===== config.mk =====
export PLATFORM = sky130hd
export DESIGN_NAME = spi_ram_loader
export DESIGN_NICKNAME = d
export VERILOG_FILES = /design/src/rtl/spi_ram_loader_pkg.sv /design/src/rtl/spi_ram_loader_sync.sv /design/src/rtl/spi_ram_loader.sv
export SDC_FILE = /design/constraint.sdc
export NUM_CORES = 1
export LEC_CHECK = 0
export BUFFER_PORTS_ARGS = -buffer_cell sky130_fd_sc_hd__buf_2
export CAP_MARGIN = 20
export CELL_PAD_IN_SITES_DETAIL_PLACEMENT = 0
export CELL_PAD_IN_SITES_GLOBAL_PLACEMENT = 2
export CORE_UTILIZATION = 32
export CTS_BUF_LIST = sky130_fd_sc_hd__clkbuf_16
export DETAILED_ROUTE_END_ITERATION = 7
export GPL_TIMING_DRIVEN = 0
export MAX_ROUTING_LAYER = met4
export PLACE_DENSITY = 0.8
export SYNTH_ARGS = -nofsm -noshare
export SYNTH_HDL_FRONTEND = slang
export SYNTH_SLANG_ARGS = --single-unit

===== constraint.sdc =====
create_clock -name i_clk -period 4.1 [get_ports i_clk]
set_input_delay 0.205 -clock i_clk [delete_from_list [all_inputs] [get_ports i_clk]]
set_output_delay 0.205 -clock i_clk [all_outputs]
set_load 0.05 [all_outputs]

===== src/rtl/spi_ram_loader_pkg.sv =====
// rtl/spi_ram_loader_pkg.sv - shared constants and state encoding for the SPI boot loader
package spi_ram_loader_pkg;

  localparam int BITS_PER_BYTE = 8;
  localparam int BIT_CNT_W     = $clog2(BITS_PER_BYTE);

  // RESET: CPU held, cs_n not yet seen genuinely high; BOOT: CPU held, armed for a frame
  typedef enum logic [1:0] {
    ST_RESET,
    ST_BOOT,
    ST_LOAD,
    ST_RUN
  } state_t;

endpackage


===== src/rtl/spi_ram_loader_sync.sv =====
// rtl/spi_ram_loader_sync.sv - 2-flop synchronizer with a selectable reset value
module spi_ram_loader_sync #(
  parameter logic RESET_VAL = 1'b0
) (
  input  logic clk,
  input  logic rst_n,
  input  logic d,
  output logic q
);

  logic meta;

  always_ff @(posedge clk) begin
    if (!rst_n) begin
      meta <= RESET_VAL;
      q    <= RESET_VAL;
    end else begin
      meta <= d;
      q    <= meta;
    end
  end

endmodule


===== src/rtl/spi_ram_loader.sv =====
// rtl/spi_ram_loader.sv - SPI-slave loader writing bytes into SRAM while holding the CPU in reset
module spi_ram_loader
  import spi_ram_loader_pkg::*;
#(
  parameter int aw = 8
) (
  input  logic          i_clk,
  input  logic          i_rst_n,
  input  logic          i_sclk,
  input  logic          i_cs_n,
  input  logic          i_mosi,
  input  logic [aw-1:0] i_cpu_waddr,
  input  logic [7:0]    i_cpu_wdata,
  input  logic          i_cpu_wen,
  output logic [aw-1:0] o_sram_waddr,
  output logic [7:0]    o_sram_wdata,
  output logic          o_sram_wen,
  output logic          o_cpu_rst,
  output logic          o_loading
);

  logic                 sclk_s, cs_n_s, mosi_s;
  logic                 sclk_d, cs_n_d;
  logic [1:0]           settle;
  state_t               state, next;
  logic [aw-1:0]        addr;
  logic [BIT_CNT_W-1:0] bit_cnt;
  logic [7:0]           shift;
  logic                 ld_wen;
  logic                 loading, cs_fall, sclk_rise, bit_in, byte_done;

  spi_ram_loader_sync #(.RESET_VAL(1'b0)) u_sync_sclk (.clk(i_clk), .rst_n(i_rst_n), .d(i_sclk), .q(sclk_s));
  spi_ram_loader_sync #(.RESET_VAL(1'b1)) u_sync_cs_n (.clk(i_clk), .rst_n(i_rst_n), .d(i_cs_n), .q(cs_n_s));
  spi_ram_loader_sync #(.RESET_VAL(1'b0)) u_sync_mosi (.clk(i_clk), .rst_n(i_rst_n), .d(i_mosi), .q(mosi_s));

  assign sclk_rise = sclk_s & ~sclk_d;
  assign cs_fall   = cs_n_d & ~cs_n_s;
  assign loading   = (state == ST_LOAD);
  assign bit_in    = loading & ~cs_n_s & sclk_rise;
  assign byte_done = bit_in && (bit_cnt == BIT_CNT_W'(BITS_PER_BYTE - 1));

  always_ff @(posedge i_clk) begin
    if (!i_rst_n) state <= ST_RESET;
    else          state <= next;
  end

  // The synchronizer's reset value of cs_n is not a real observation of the pin,
  // so a frame may only start after cs_n has been seen high once it has settled.
  always_comb begin
    next      = state;
    o_loading = 1'b0;
    o_cpu_rst = 1'b1;
    case (state)
      ST_RESET: if (settle[1] && cs_n_s) next = ST_BOOT;
      ST_BOOT:  if (cs_fall) next = ST_LOAD;
      ST_LOAD: begin
        o_loading = 1'b1;
        if (cs_n_s) next = ST_RUN;
      end
      ST_RUN: begin
        o_cpu_rst = 1'b0;
        if (cs_fall) next = ST_LOAD;
      end
      default: next = ST_RESET;
    endcase
  end

  always_ff @(posedge i_clk) begin
    if (!i_rst_n) begin
      sclk_d  <= 1'b0;
      cs_n_d  <= 1'b1;
      settle  <= 2'b00;
      addr    <= '0;
      bit_cnt <= '0;
      shift   <= '0;
      ld_wen  <= 1'b0;
    end else begin
      sclk_d <= sclk_s;
      cs_n_d <= cs_n_s;
      settle <= {settle[0], 1'b1};
      ld_wen <= byte_done;
      if (next == ST_LOAD && !loading) begin
        addr    <= '0;
        bit_cnt <= '0;
      end else begin
        // Address advances after the write cycle so it is stable while wen is high.
        if (ld_wen) addr <= addr + aw'(1);
        if (bit_in) begin
          shift   <= {shift[6:0], mosi_s};
          bit_cnt <= byte_done ? '0 : bit_cnt + BIT_CNT_W'(1);
        end
      end
    end
  end

  assign o_sram_wen   = loading ? ld_wen : i_cpu_wen;
  assign o_sram_waddr = loading ? addr   : i_cpu_waddr;
  assign o_sram_wdata = loading ? shift  : i_cpu_wdata;

endmodule


==> metrics.log, run 1 <==
[metrics] run status: finished clean
[metrics] wire per inst: 11.5 um
[metrics] number of distinct library cell variants in the gate-level netlist after synthesis: 24
[metrics] post-synthesis instance total: 136
[metrics] met3 track demand over resource: 0.0608
[metrics] internal reg-to-reg setup slack: 2.44 ns
[metrics] kind of critical path: reg2out
[metrics] maximum number of pins on one net before global-route repair: 11
[metrics] worst hold path cell count: 1
[metrics] terminus of the critical flop-to-flop path: shift[3]
[metrics] # Post-CTS Setup Buffers: 0
[metrics] Clk Tree Root Cell: sky130_fd_sc_hd__clkbuf_16
[metrics] H-tree levels: 2
[metrics] Reg2Reg Depth: 3
[metrics] Critical Path AT: 1.86 ns
[metrics] Top Usage Layer GRT: met2
[metrics] count of final max-slew check failures: 0
[metrics] global placement routability congestion: 0.715
[metrics] residual overflow from global routing: 0
[metrics] first-pass GRT wire length: 4.35 mm
[metrics] Total Routed Length: 2.68 mm
[metrics] met2 demand-to-capacity share in global routing: 0.220
[metrics] highest-count cells in the layout ignoring fill and taps: sky130_fd_sc_hd__buf_2, sky130_fd_sc_hd__dfxtp_1, sky130_fd_sc_hd__mux2_2
[metrics] syn avg cell area: 10.0 um2
[metrics] global-route total usage across every layer: 0.137
[metrics] clock-pin slew of the registers on the worst-case setup and hold paths: 0.05 ns
[metrics] standard cell core area: 4030 um2
[metrics] Num CTS Buffers: 5
[metrics] fin area: 1790 um2
[metrics] fraction of final layout cells sized beyond drive strength 1: 0.359
[metrics] largest fanout of any net on the critical path: 10
[metrics] routed via count divided by cell count: 4.67
[metrics] count of input and output buffers: 40
[metrics] Critical Path Start: state[0]
[metrics] clock tree sinks: 32
[metrics] shortest period the worst path allows: 2.07 ns
[metrics] number of global-route vias before repair: 1011
[metrics] accumulated negative setup slack: 0 ns
[metrics] Max Root-Sink Buffers: 2
[metrics] diode count: 0
[metrics] Final Skew: 0.00586 ns
[metrics] Fmax: 483 MHz
[metrics] quantity of hold-fixing buffers added after cts: 0
[metrics] CTS tree: done
[metrics] worst endpoint required time: 3.89 ns
[metrics] Crit Reg-Reg Startpoint: state[1]
[metrics] number of max-cap violations: 0
[metrics] final cycle utilization of the critical path: 0.505
[metrics] static leakage: 0.792 nW
[metrics] class of the most critical hold timing path: in2reg
[metrics] met1 global-route usage: 0.149
[metrics] x dimension of the die: 67.2 um
[metrics] Peak supply drop: 0.000243 V
[metrics] Pre-antenna DRT Iters: 4
[metrics] worst slew slack as a fraction of its limit: 0.653
[metrics] total nets after synthesis: 161
[metrics] number of hold-slack violations in the final timing report: 0
[metrics] initial core utilization: 0.338
[metrics] die area: 4520 um2
[metrics] category of the worst setup path capture point: output port
[metrics] Layout area overhead: 31.3%
[metrics] Yosys Warn Count: 0
[metrics] Clk Latency, worst-skew pair: 0.27 ns
[metrics] leading cell type in the layout, fill and taps excluded: sky130_fd_sc_hd__buf_2
[metrics] portion of the post-synthesis area used by sequential elements: 0.471
[metrics] Synth Register Bits: 32
[metrics] hold-critical path endpoint: settle[0]
[metrics] detailed-route DRC error count: 0
[metrics] Die Span Y: 67.2 um
[metrics] area of the mapped netlist: 1360 um2
[metrics] startpoint type of the worst setup path: flop
[metrics] transition time of the tightest slew-check pin: 0.514 ns
[metrics] total number of vias: 1093
[metrics] total of cells resized after clock tree synthesis: 0
[metrics] count of antenna-violating nets left after detailed routing: 0
[metrics] post-placement cell area: 1620 um2
[metrics] Rows: 23
[metrics] RSZ-0062 raised after global routing: no
[metrics] min-delay src: i_rst_n
[metrics] antenna violations before repair: 0
[metrics] # IOs: 41
[metrics] Power Density: 450 nW/um2
[metrics] number of endpoints failing setup at the final stage: 0
[metrics] count of routing violations after the opening detailed-route iteration: 23
[metrics] Final HPWL DP: 1.98 mm
[metrics] fin nets: 208
==> critical path: stages, from the launching register on <==
cell and delay, ns:
sky130_fd_sc_hd__dfxtp_1 0.40, sky130_fd_sc_hd__nand2b_1 0.12, sky130_fd_sc_hd__buf_2 0.22, sky130_fd_sc_hd__buf_2 0.28, sky130_fd_sc_hd__mux2_2 0.36, sky130_fd_sc_hd__buf_2 0.21
==> worst max-delay path by stage <==
stage / endpoint / cells after the start / slack, ns
finish: o_sram_wdata[0] / 5 / 2.03
global route: o_sram_waddr[5] / 5 / 1.91
floorplan: o_sram_waddr[5] / 4 / 2.55
CTS: o_sram_waddr[5] / 5 / 1.98
detailed placement: o_sram_waddr[5] / 5 / 2.27
global placement: o_sram_waddr[6] / 5 / 2.31
==> cell type report <==
type	count	area [um2]
clock buffers	5	125
clock inverters	3	37.5
repair buffers	40	200
fillers	405	2240
multi-input cells	94	679
inverters	4	15.0
well taps	50	62.6
flip-flops and latches	32	641
plain buffers	6	25.0
==> cells by family (layout without fill, tap and decap cells) <==
family / Yosys count / count (layout) / synth area share
compound gates: 16 / 16 / 0.0626
simple gates: 45 / 45 / 0.177
flops: 32 / 32 / 0.471
fa+ha+maj: 3 / 3 / 0.0276
buf+inv: 10 / 58 / 0.0294
mux: 26 / 26 / 0.207
xor+xnor: 4 / 4 / 0.0258
==> per-stage QoR <==
stage / total power [mW] / worst slack (ns) / util / std cells / hold WS, ns
floorplan: 0.383 / 2.55 / - / 136 / 0.233
global placement: 0.405 / 2.31 / 0.403 / 226 / 0.371
detailed placement: 0.406 / 2.27 / 0.403 / 226 / 0.371
CTS: 0.818 / 1.98 / 0.443 / 234 / 0.0871
global route: 0.838 / 1.91 / 0.443 / 234 / 0.0956
finish: 0.804 / 2.03 / 0.443 / 234 / 0.0911
==> cells in the mapped netlist (all sizes together) <==
cell type	instances	area share
nor2	6	0.017
nand3	3	0.011
dfxtp	32	0.47
or4b	1	0.010
mux2i	9	0.066
or4	1	0.0055
inv	4	0.011
nand4b	1	0.0064
nand2	15	0.041
or3	3	0.014
buf	2	0.0074
o21ai	8	0.029
a21boi	2	0.011
xnor2	1	0.0064
nand3b	1	0.0055
nand4	3	0.014
xor2	3	0.019
nor4b	1	0.0064
and2	6	0.028
mux2	17	0.14
a21oi	6	0.022
ha	3	0.028
nand2b	4	0.018
clkbuf	4	0.011
==> state kept, by name (all words and copies together) (netlist names) <==
signal / cells
bit_cnt: 3
u_sync_cs_n.q: 1
shift: 8
sclk_d: 1
cs_n_d: 1
u_sync_cs_n.meta: 1
addr: 8
ld_wen: 1
u_sync_sclk.meta: 1
u_sync_mosi.meta: 1
settle: 2
state: 2
u_sync_sclk.q: 1
u_sync_mosi.q: 1
==> metal layers <==
layer,share of wire,vias to the layer above
met5,0,-
met1,0.45,485
met4,0.0052,0
met3,0.060,2
met2,0.48,41
li1,-,565
==> where the power goes <==
part / leakage (nW) / switching, mW / total, mW / internal (mW)
Combinational: 0.453 / 0.0530 / 0.0789 / 0.0259
Clock: 0.0789 / 0.123 / 0.405 / 0.282
Sequential: 0.260 / 0.00319 / 0.320 / 0.317
(Power assumes the default switching activity.)
==> run 2, diff against run 1 <==
--- a/config.mk
+++ b/config.mk
@@ -9,12 +9,12 @@
 export CAP_MARGIN = 20
 export CELL_PAD_IN_SITES_DETAIL_PLACEMENT = 0
 export CELL_PAD_IN_SITES_GLOBAL_PLACEMENT = 2
-export CORE_UTILIZATION = 32
+export CORE_UTILIZATION = 27
 export CTS_BUF_LIST = sky130_fd_sc_hd__clkbuf_16
 export DETAILED_ROUTE_END_ITERATION = 7
 export GPL_TIMING_DRIVEN = 0
 export MAX_ROUTING_LAYER = met4
-export PLACE_DENSITY = 0.8
+export PLACE_DENSITY = 0.71
 export SYNTH_ARGS = -nofsm -noshare
 export SYNTH_HDL_FRONTEND = slang
 export SYNTH_SLANG_ARGS = --single-unit
==> constraint.sdc (replaced) <==
create_clock -name i_clk -period 1.7 [get_ports i_clk]
set_input_delay 0.085 -clock i_clk [delete_from_list [all_inputs] [get_ports i_clk]]
set_output_delay 0.085 -clock i_clk [all_outputs]
set_load 0.05 [all_outputs]
==> run 2 against run 1 <==
  * Sequential cell count is the same
  * Via count shrank 2.6%
  * Sequential share of layout area shrank 1.4 points
  * Combinational power grew to 2.6 times the previous value
  * Final cell count grew 7.7%
  * Utilization shrank 5.4 points
  * Die area grew 18%
  * Global-route usage shrank 2.9 points
  * Largest power group unchanged
==> metrics.log, run 2 (synthesized netlist as in run 1, its figures left out) <==
[metrics] run status: finished clean
[metrics] RSZ-0062 raised after global routing: no
[metrics] diode count: 0
[metrics] Peak supply drop: 0.000593 V
[metrics] Pre-antenna DRT Iters: 4
[metrics] shortest period the worst path allows: 1.61 ns
[metrics] Power Density: 1060 nW/um2
[metrics] category of the worst setup path capture point: output port
[metrics] Max Root-Sink Buffers: 2
[metrics] Layout area overhead: 37.0%
[metrics] internal power consumption: 1.53 mW
[metrics] Critical Path AT: 1.53 ns
[metrics] first-pass GRT wire length: 4.15 mm
[metrics] H-tree levels: 2
[metrics] global-route total usage across every layer: 0.108
[metrics] transition time of the tightest slew-check pin: 0.591 ns
[metrics] standard cell core area: 4790 um2
[metrics] worst endpoint required time: 1.62 ns
[metrics] kind of critical path: reg2out
[metrics] count of antenna-violating nets left after detailed routing: 0
[metrics] fin area: 1860 um2
[metrics] clock-pin slew of the registers on the worst-case setup and hold paths: 0.05 ns
[metrics] die area: 5330 um2
[metrics] sw frac: 0.227
[metrics] pre-CTS worst setup slack: -0.0480 ns
[metrics] fin nets: 209
[metrics] post-route setup slack: 0.0876 ns
[metrics] post-placement cell area: 1640 um2
[metrics] clock tree sinks: 32
[metrics] largest registers: addr: 8 flops, shift: 8 flops, bit_cnt: 3 flops
[metrics] fraction of power consumed by the clock network: 0.505
[metrics] global placement routability congestion: 0.720
[metrics] startpoint type of the worst setup path: flop
[metrics] count of final max-slew check failures: 0
[metrics] count of routing violations after the opening detailed-route iteration: 33
[metrics] fraction of final layout cells sized beyond drive strength 1: 0.373
[metrics] NetSw: 0.448 mW
[metrics] number of hold-slack violations in the final timing report: 0
[metrics] Total Routed Length: 2.60 mm
[metrics] number of endpoints failing setup at the final stage: 0
[metrics] final cycle utilization of the critical path: 0.948
[metrics] antenna violations before repair: 0
[metrics] highest-count cells in the layout ignoring fill and taps: sky130_fd_sc_hd__dfxtp_1, sky130_fd_sc_hd__buf_2, sky130_fd_sc_hd__mux2_2
[metrics] Die Span Y: 73.0 um
[metrics] wire per inst: 10.3 um
[metrics] number of max-cap violations: 0
[metrics] worst slew slack as a fraction of its limit: 0.601
[metrics] sequential power share: 0.391
[metrics] number of global-route vias before repair: 958
[metrics] class of the most critical hold timing path: in2reg
[metrics] Clk Latency, worst-skew pair: 0.27 ns
[metrics] Worst Hold Margin: 0.0144 ns
[metrics] Fmax: 620 MHz
[metrics] detailed-route DRC error count: 0
[metrics] internal reg-to-reg setup slack: 0.15 ns
[metrics] Rows: 25
[metrics] Clk Tree Root Cell: sky130_fd_sc_hd__clkbuf_16
[metrics] routed via count divided by cell count: 4.23
[metrics] total number of vias: 1065
[metrics] residual overflow from global routing: 0
[metrics] x dimension of the die: 73.0 um
[metrics] count of input and output buffers: 40
[metrics] maximum number of pins on one net before global-route repair: 12
[metrics] power share of the combinational group: 0.104
[metrics] # IOs: 41
[metrics] Final Skew: 0.00464 ns
[metrics] CTS tree: done
[metrics] Num CTS Buffers: 5
[metrics] largest fanout of any net on the critical path: 18
[metrics] initial core utilization: 0.284
[metrics] Final HPWL DP: 1.92 mm
[metrics] accumulated negative setup slack: 0 ns
[metrics] static leakage: 0.812 nW
run 2: cell types whose count changed in the layout (fill, tap and decap cells not counted), moves of 2 or more:
cell	change
sky130_fd_sc_hd__buf_2	-11
sky130_fd_sc_hd__buf_4	+8
sky130_fd_sc_hd__buf_6	+2
sky130_fd_sc_hd__clkinv_1	-2
sky130_fd_sc_hd__dlygate4sd3_1	+2
run 2: critical path: stages, from the launching register on:
cell                       delay [ns]
sky130_fd_sc_hd__dfxtp_2         0.36
sky130_fd_sc_hd__nand2b_1        0.13
sky130_fd_sc_hd__buf_6           0.20
sky130_fd_sc_hd__mux2_2          0.35
sky130_fd_sc_hd__buf_2           0.21
run 2: repair_timing:
| item | 4_1_cts | 5_1_grt |
|---|---|---|
| hold endpoints to repair | 2 | 0 |
| buffers inserted | 0 | 0 |
| hold buffers | 2 | 0 |
| endpoints found under the setup margin | 11 | 10 |
| gates resized for setup | 16 | 1 |
run 2: path summary, 6_finish.rpt:
check                           depth (start not counted)               end        startpoint
worst max-delay path                                    4   o_sram_waddr[2]          state[0]
worst min-delay path                                    2  u_sync_mosi.meta            i_mosi
worst max register to register                          3          shift[6]          state[1]
worst min register to register                          1     u_sync_cs_n.q  u_sync_cs_n.meta
run 2: power by group through the flow:
stage	combinational (mW)	clock [mW]	sequential, mW
finish	0.205	0.996	0.772
CTS	0.209	1.03	0.771
global placement	0.192	0	0.786
detailed placement	0.193	0	0.787
floorplan	0.140	0	0.785
global route	0.217	1.07	0.773
run 2: per-layer routing:
layer / global-route usage / part of all wire / up-vias
li1: - / - / 568
met1: 0.123 / 0.46 / 462
met2: 0.178 / 0.48 / 32
met3: 0.0414 / 0.059 / 3
met4: 0.0261 / 0.0046 / 0
met5: - / 0 / -
run 2: stage by stage:
stage / power (mW) / instances / util
finish: 1.97 / 252 / 0.389
floorplan: 0.924 / 136 / -
global placement: 0.978 / 243 / 0.344
CTS: 2.01 / 253 / 0.392
detailed placement: 0.981 / 243 / 0.344
global route: 2.06 / 252 / 0.389
run 2: area by class of cell:
| cell class | count | area [um2] |
|---|---|---|
| sequential | 32 | 642 |
| clock inverter | 3 | 42.5 |
| fill | 502 | 2920 |
| buffer | 5 | 26.3 |
| multi-input combinational | 94 | 682 |
| timing repair buffer | 42 | 246 |
| inverter | 4 | 15.0 |
| clock buffer | 5 | 125 |
| tap | 67 | 83.8 |
==> run 3, diff against run 2 <==
--- a/config.mk
+++ b/config.mk
@@ -6,15 +6,14 @@
 export NUM_CORES = 1
 export LEC_CHECK = 0
 export BUFFER_PORTS_ARGS = -buffer_cell sky130_fd_sc_hd__buf_2
-export CAP_MARGIN = 20
 export CELL_PAD_IN_SITES_DETAIL_PLACEMENT = 0
 export CELL_PAD_IN_SITES_GLOBAL_PLACEMENT = 2
-export CORE_UTILIZATION = 27
+export CORE_UTILIZATION = 30
 export CTS_BUF_LIST = sky130_fd_sc_hd__clkbuf_16
 export DETAILED_ROUTE_END_ITERATION = 7
 export GPL_TIMING_DRIVEN = 0
 export MAX_ROUTING_LAYER = met4
-export PLACE_DENSITY = 0.71
+export PLACE_DENSITY = 0.75
 export SYNTH_ARGS = -nofsm -noshare
 export SYNTH_HDL_FRONTEND = slang
 export SYNTH_SLANG_ARGS = --single-unit
==> constraint.sdc (replaced) <==
create_clock -name i_clk -period 1.6 [get_ports i_clk]
set_input_delay 0.08 -clock i_clk [delete_from_list [all_inputs] [get_ports i_clk]]
set_output_delay 0.08 -clock i_clk [all_outputs]
set_load 0.05 [all_outputs]
==> run 3 against run 2 <==
  * Non-clock buffer count increased by 4
  * Register-to-register slack worse by 0.06 ns
  * Combinational power grew 21%
  * Clock power shrank 15%
  * Critical path depth up 1
  * First-iteration DRC count up 67%
  * Sequential cell count unchanged
  * Die area down 9.7%
  * Setup slack got worse by 0.044 ns
  * Largest cell class unchanged
  * Critical path type unchanged
  * Via count grew 6.4%
  * Wire length up 7.1%
==> metrics.log, run 3 (synthesized netlist as in run 1, its figures left out) <==
[metrics] worst slew slack as a fraction of its limit: 0.660
[metrics] number of hold-slack violations in the final timing report: 0
[metrics] kind of critical path: reg2out
[metrics] min-delay src: i_sclk
[metrics] H-tree levels: 2
[metrics] wire per inst: 11.6 um
[metrics] count of antenna-violating nets left after detailed routing: 0
[metrics] Clk Tree Root Cell: sky130_fd_sc_hd__clkbuf_16
[metrics] shortest period the worst path allows: 1.56 ns
[metrics] initial core utilization: 0.312
[metrics] hold-critical path endpoint: u_sync_sclk.meta
[metrics] global-route total usage across every layer: 0.125
[metrics] CTS tree: done
[metrics] standard cell core area: 4350 um2
[metrics] fraction of final layout cells sized beyond drive strength 1: 0.410
[metrics] Pwr Total: 1.92 mW
[metrics] Pre-antenna DRT Iters: 5
[metrics] diode count: 0
[metrics] largest delay contributor family on the critical path: buffers and inverters
[metrics] terminus of the critical flop-to-flop path: bit_cnt[0]
[metrics] first-pass GRT wire length: 4.73 mm
[metrics] detailed-route DRC error count: 0
[metrics] area taken by multi-input logic gates: 699 um2
[metrics] number of max-cap violations: 0
[metrics] Fmax: 642 MHz
[metrics] slowest stage cell on the critical path: sky130_fd_sc_hd__dfxtp_4
[metrics] count of input and output buffers: 40
[metrics] longest individual stage delay on the worst path: 0.34 ns
[metrics] Num CTS Buffers: 5
[metrics] global placement routability congestion: 0.718
[metrics] worst hold path cell count: 2
[metrics] # IOs: 41
[metrics] Critical Path AT: 1.48 ns
[metrics] Reg area: 647 um2
[metrics] Crit Reg-Reg Startpoint: state[1]
[metrics] Clk Latency, worst-skew pair: 0.27 ns
[metrics] highest-count cells in the layout ignoring fill and taps: sky130_fd_sc_hd__dfxtp_1, sky130_fd_sc_hd__buf_2, sky130_fd_sc_hd__mux2_2
[metrics] startpoint type of the worst setup path: flop
[metrics] transition time of the tightest slew-check pin: 0.510 ns
[metrics] largest registers: addr: 8 flops, shift: 8 flops, bit_cnt: 3 flops
[metrics] Final Skew: 0.00201 ns
[metrics] pre-CTS worst setup slack: -0.0941 ns
[metrics] Layout area overhead: 43.5%
[metrics] maximum number of pins on one net before global-route repair: 11
[metrics] number of global-route vias before repair: 1137
[metrics] Die Span Y: 69.3 um
[metrics] static leakage: 0.863 nW
[metrics] RSZ-0062 raised after global routing: no
[metrics] Max Root-Sink Buffers: 2
[metrics] clock-pin slew of the registers on the worst-case setup and hold paths: 0.05 ns
[metrics] post-route setup slack: 0.0434 ns
[metrics] category of the worst setup path capture point: output port
[metrics] count of final max-slew check failures: 0
[metrics] Power Density: 983 nW/um2
[metrics] fin nets: 213
[metrics] residual overflow from global routing: 0
[metrics] Final HPWL DP: 1.93 mm
[metrics] largest fanout of any net on the critical path: 7
[metrics] internal reg-to-reg setup slack: 0.09 ns
[metrics] routed via count divided by cell count: 4.72
[metrics] x dimension of the die: 69.3 um
[metrics] count of routing violations after the opening detailed-route iteration: 55
[metrics] class of the most critical hold timing path: in2reg
[metrics] Total Routed Length: 2.79 mm
[metrics] clock tree sinks: 32
[metrics] Reg2Reg Depth: 3
[metrics] leading cell type in the layout, fill and taps excluded: sky130_fd_sc_hd__dfxtp_1
[metrics] die area: 4810 um2
[metrics] critical path buffer and inverter count: 3
[metrics] Critical Path Start: state[0]
[metrics] antenna violations before repair: 0
[metrics] run status: finished clean
[metrics] crit path cell chain: nand2b_4 -> buf_6 -> buf_12 -> mux2_2 -> buf_4
[metrics] total number of vias: 1133
[metrics] number of endpoints failing setup at the final stage: 0
[metrics] Rows: 24
[metrics] Peak supply drop: 0.000629 V
[metrics] final cycle utilization of the critical path: 0.973
[metrics] worst endpoint required time: 1.52 ns
[metrics] Layout fillers: 441
==> run 3: layout make-up <==
type                       instances  area share
sequential                        32       0.331
tap                               52      0.0333
timing repair buffer              46       0.181
buffer                             5      0.0192
clock buffer                       5      0.0641
inverter                           4     0.00769
clock inverter                     2     0.00449
multi-input combinational         94       0.358
==> run 3: where the power goes <==
group          internal [mW]  leakage, nW  switching [mW]  total (mW)
logic                  0.102        0.532           0.147       0.249
clock network          0.556       0.0709           0.293       0.849
registers              0.813        0.261         0.00727       0.820
==> run 3: timing repair <==
action	in CTS	in global routing
hold endpoints to repair	2	0
hold buffers	2	0
setup endpoints to repair	26	28
cloned	0	1
gates resized for setup	33	5
setup buffers	2	1
==> run 3: metal layers <==
| metal | global-route usage | part of all wire | wire length [um] |
|---|---|---|---|
| met5 | - | 0 | 0 |
| met4 | 0.0522 | 0.011 | 30 |
| met3 | 0.0363 | 0.044 | 123 |
| met2 | 0.228 | 0.51 | 1420 |
| met1 | 0.124 | 0.44 | 1220 |
==> run 3: worst max path at each step <==
stage,to,slack (ns),cells past startpoint
CTS,o_sram_waddr[3],0.002,5
finish,o_sram_waddr[3],0.04,5
detailed placement,o_sram_wdata[0],-0.09,5
global placement,o_sram_wdata[2],-0.07,5
floorplan,bit_cnt[0],0.17,3
global route,o_sram_waddr[4],0.001,5
==> run 3: through the flow <==
stage | setup TNS, ns | area [um2] | instances | util | hold WS [ns]
2_1_floorplan | 0 | 1360 | 136 | - | 0.108
5_1_grt | 0 | 1950 | 240 | 0.448 | 0.0271
3_5_place_dp | -0.885 | 1630 | 228 | 0.373 | 0.256
4_1_cts | 0 | 1900 | 239 | 0.437 | 0.0126
3_3_place_gp | -1.09 | 1630 | 228 | 0.373 | 0.256
6_report | 0 | 1950 | 240 | 0.448 | 0.0170
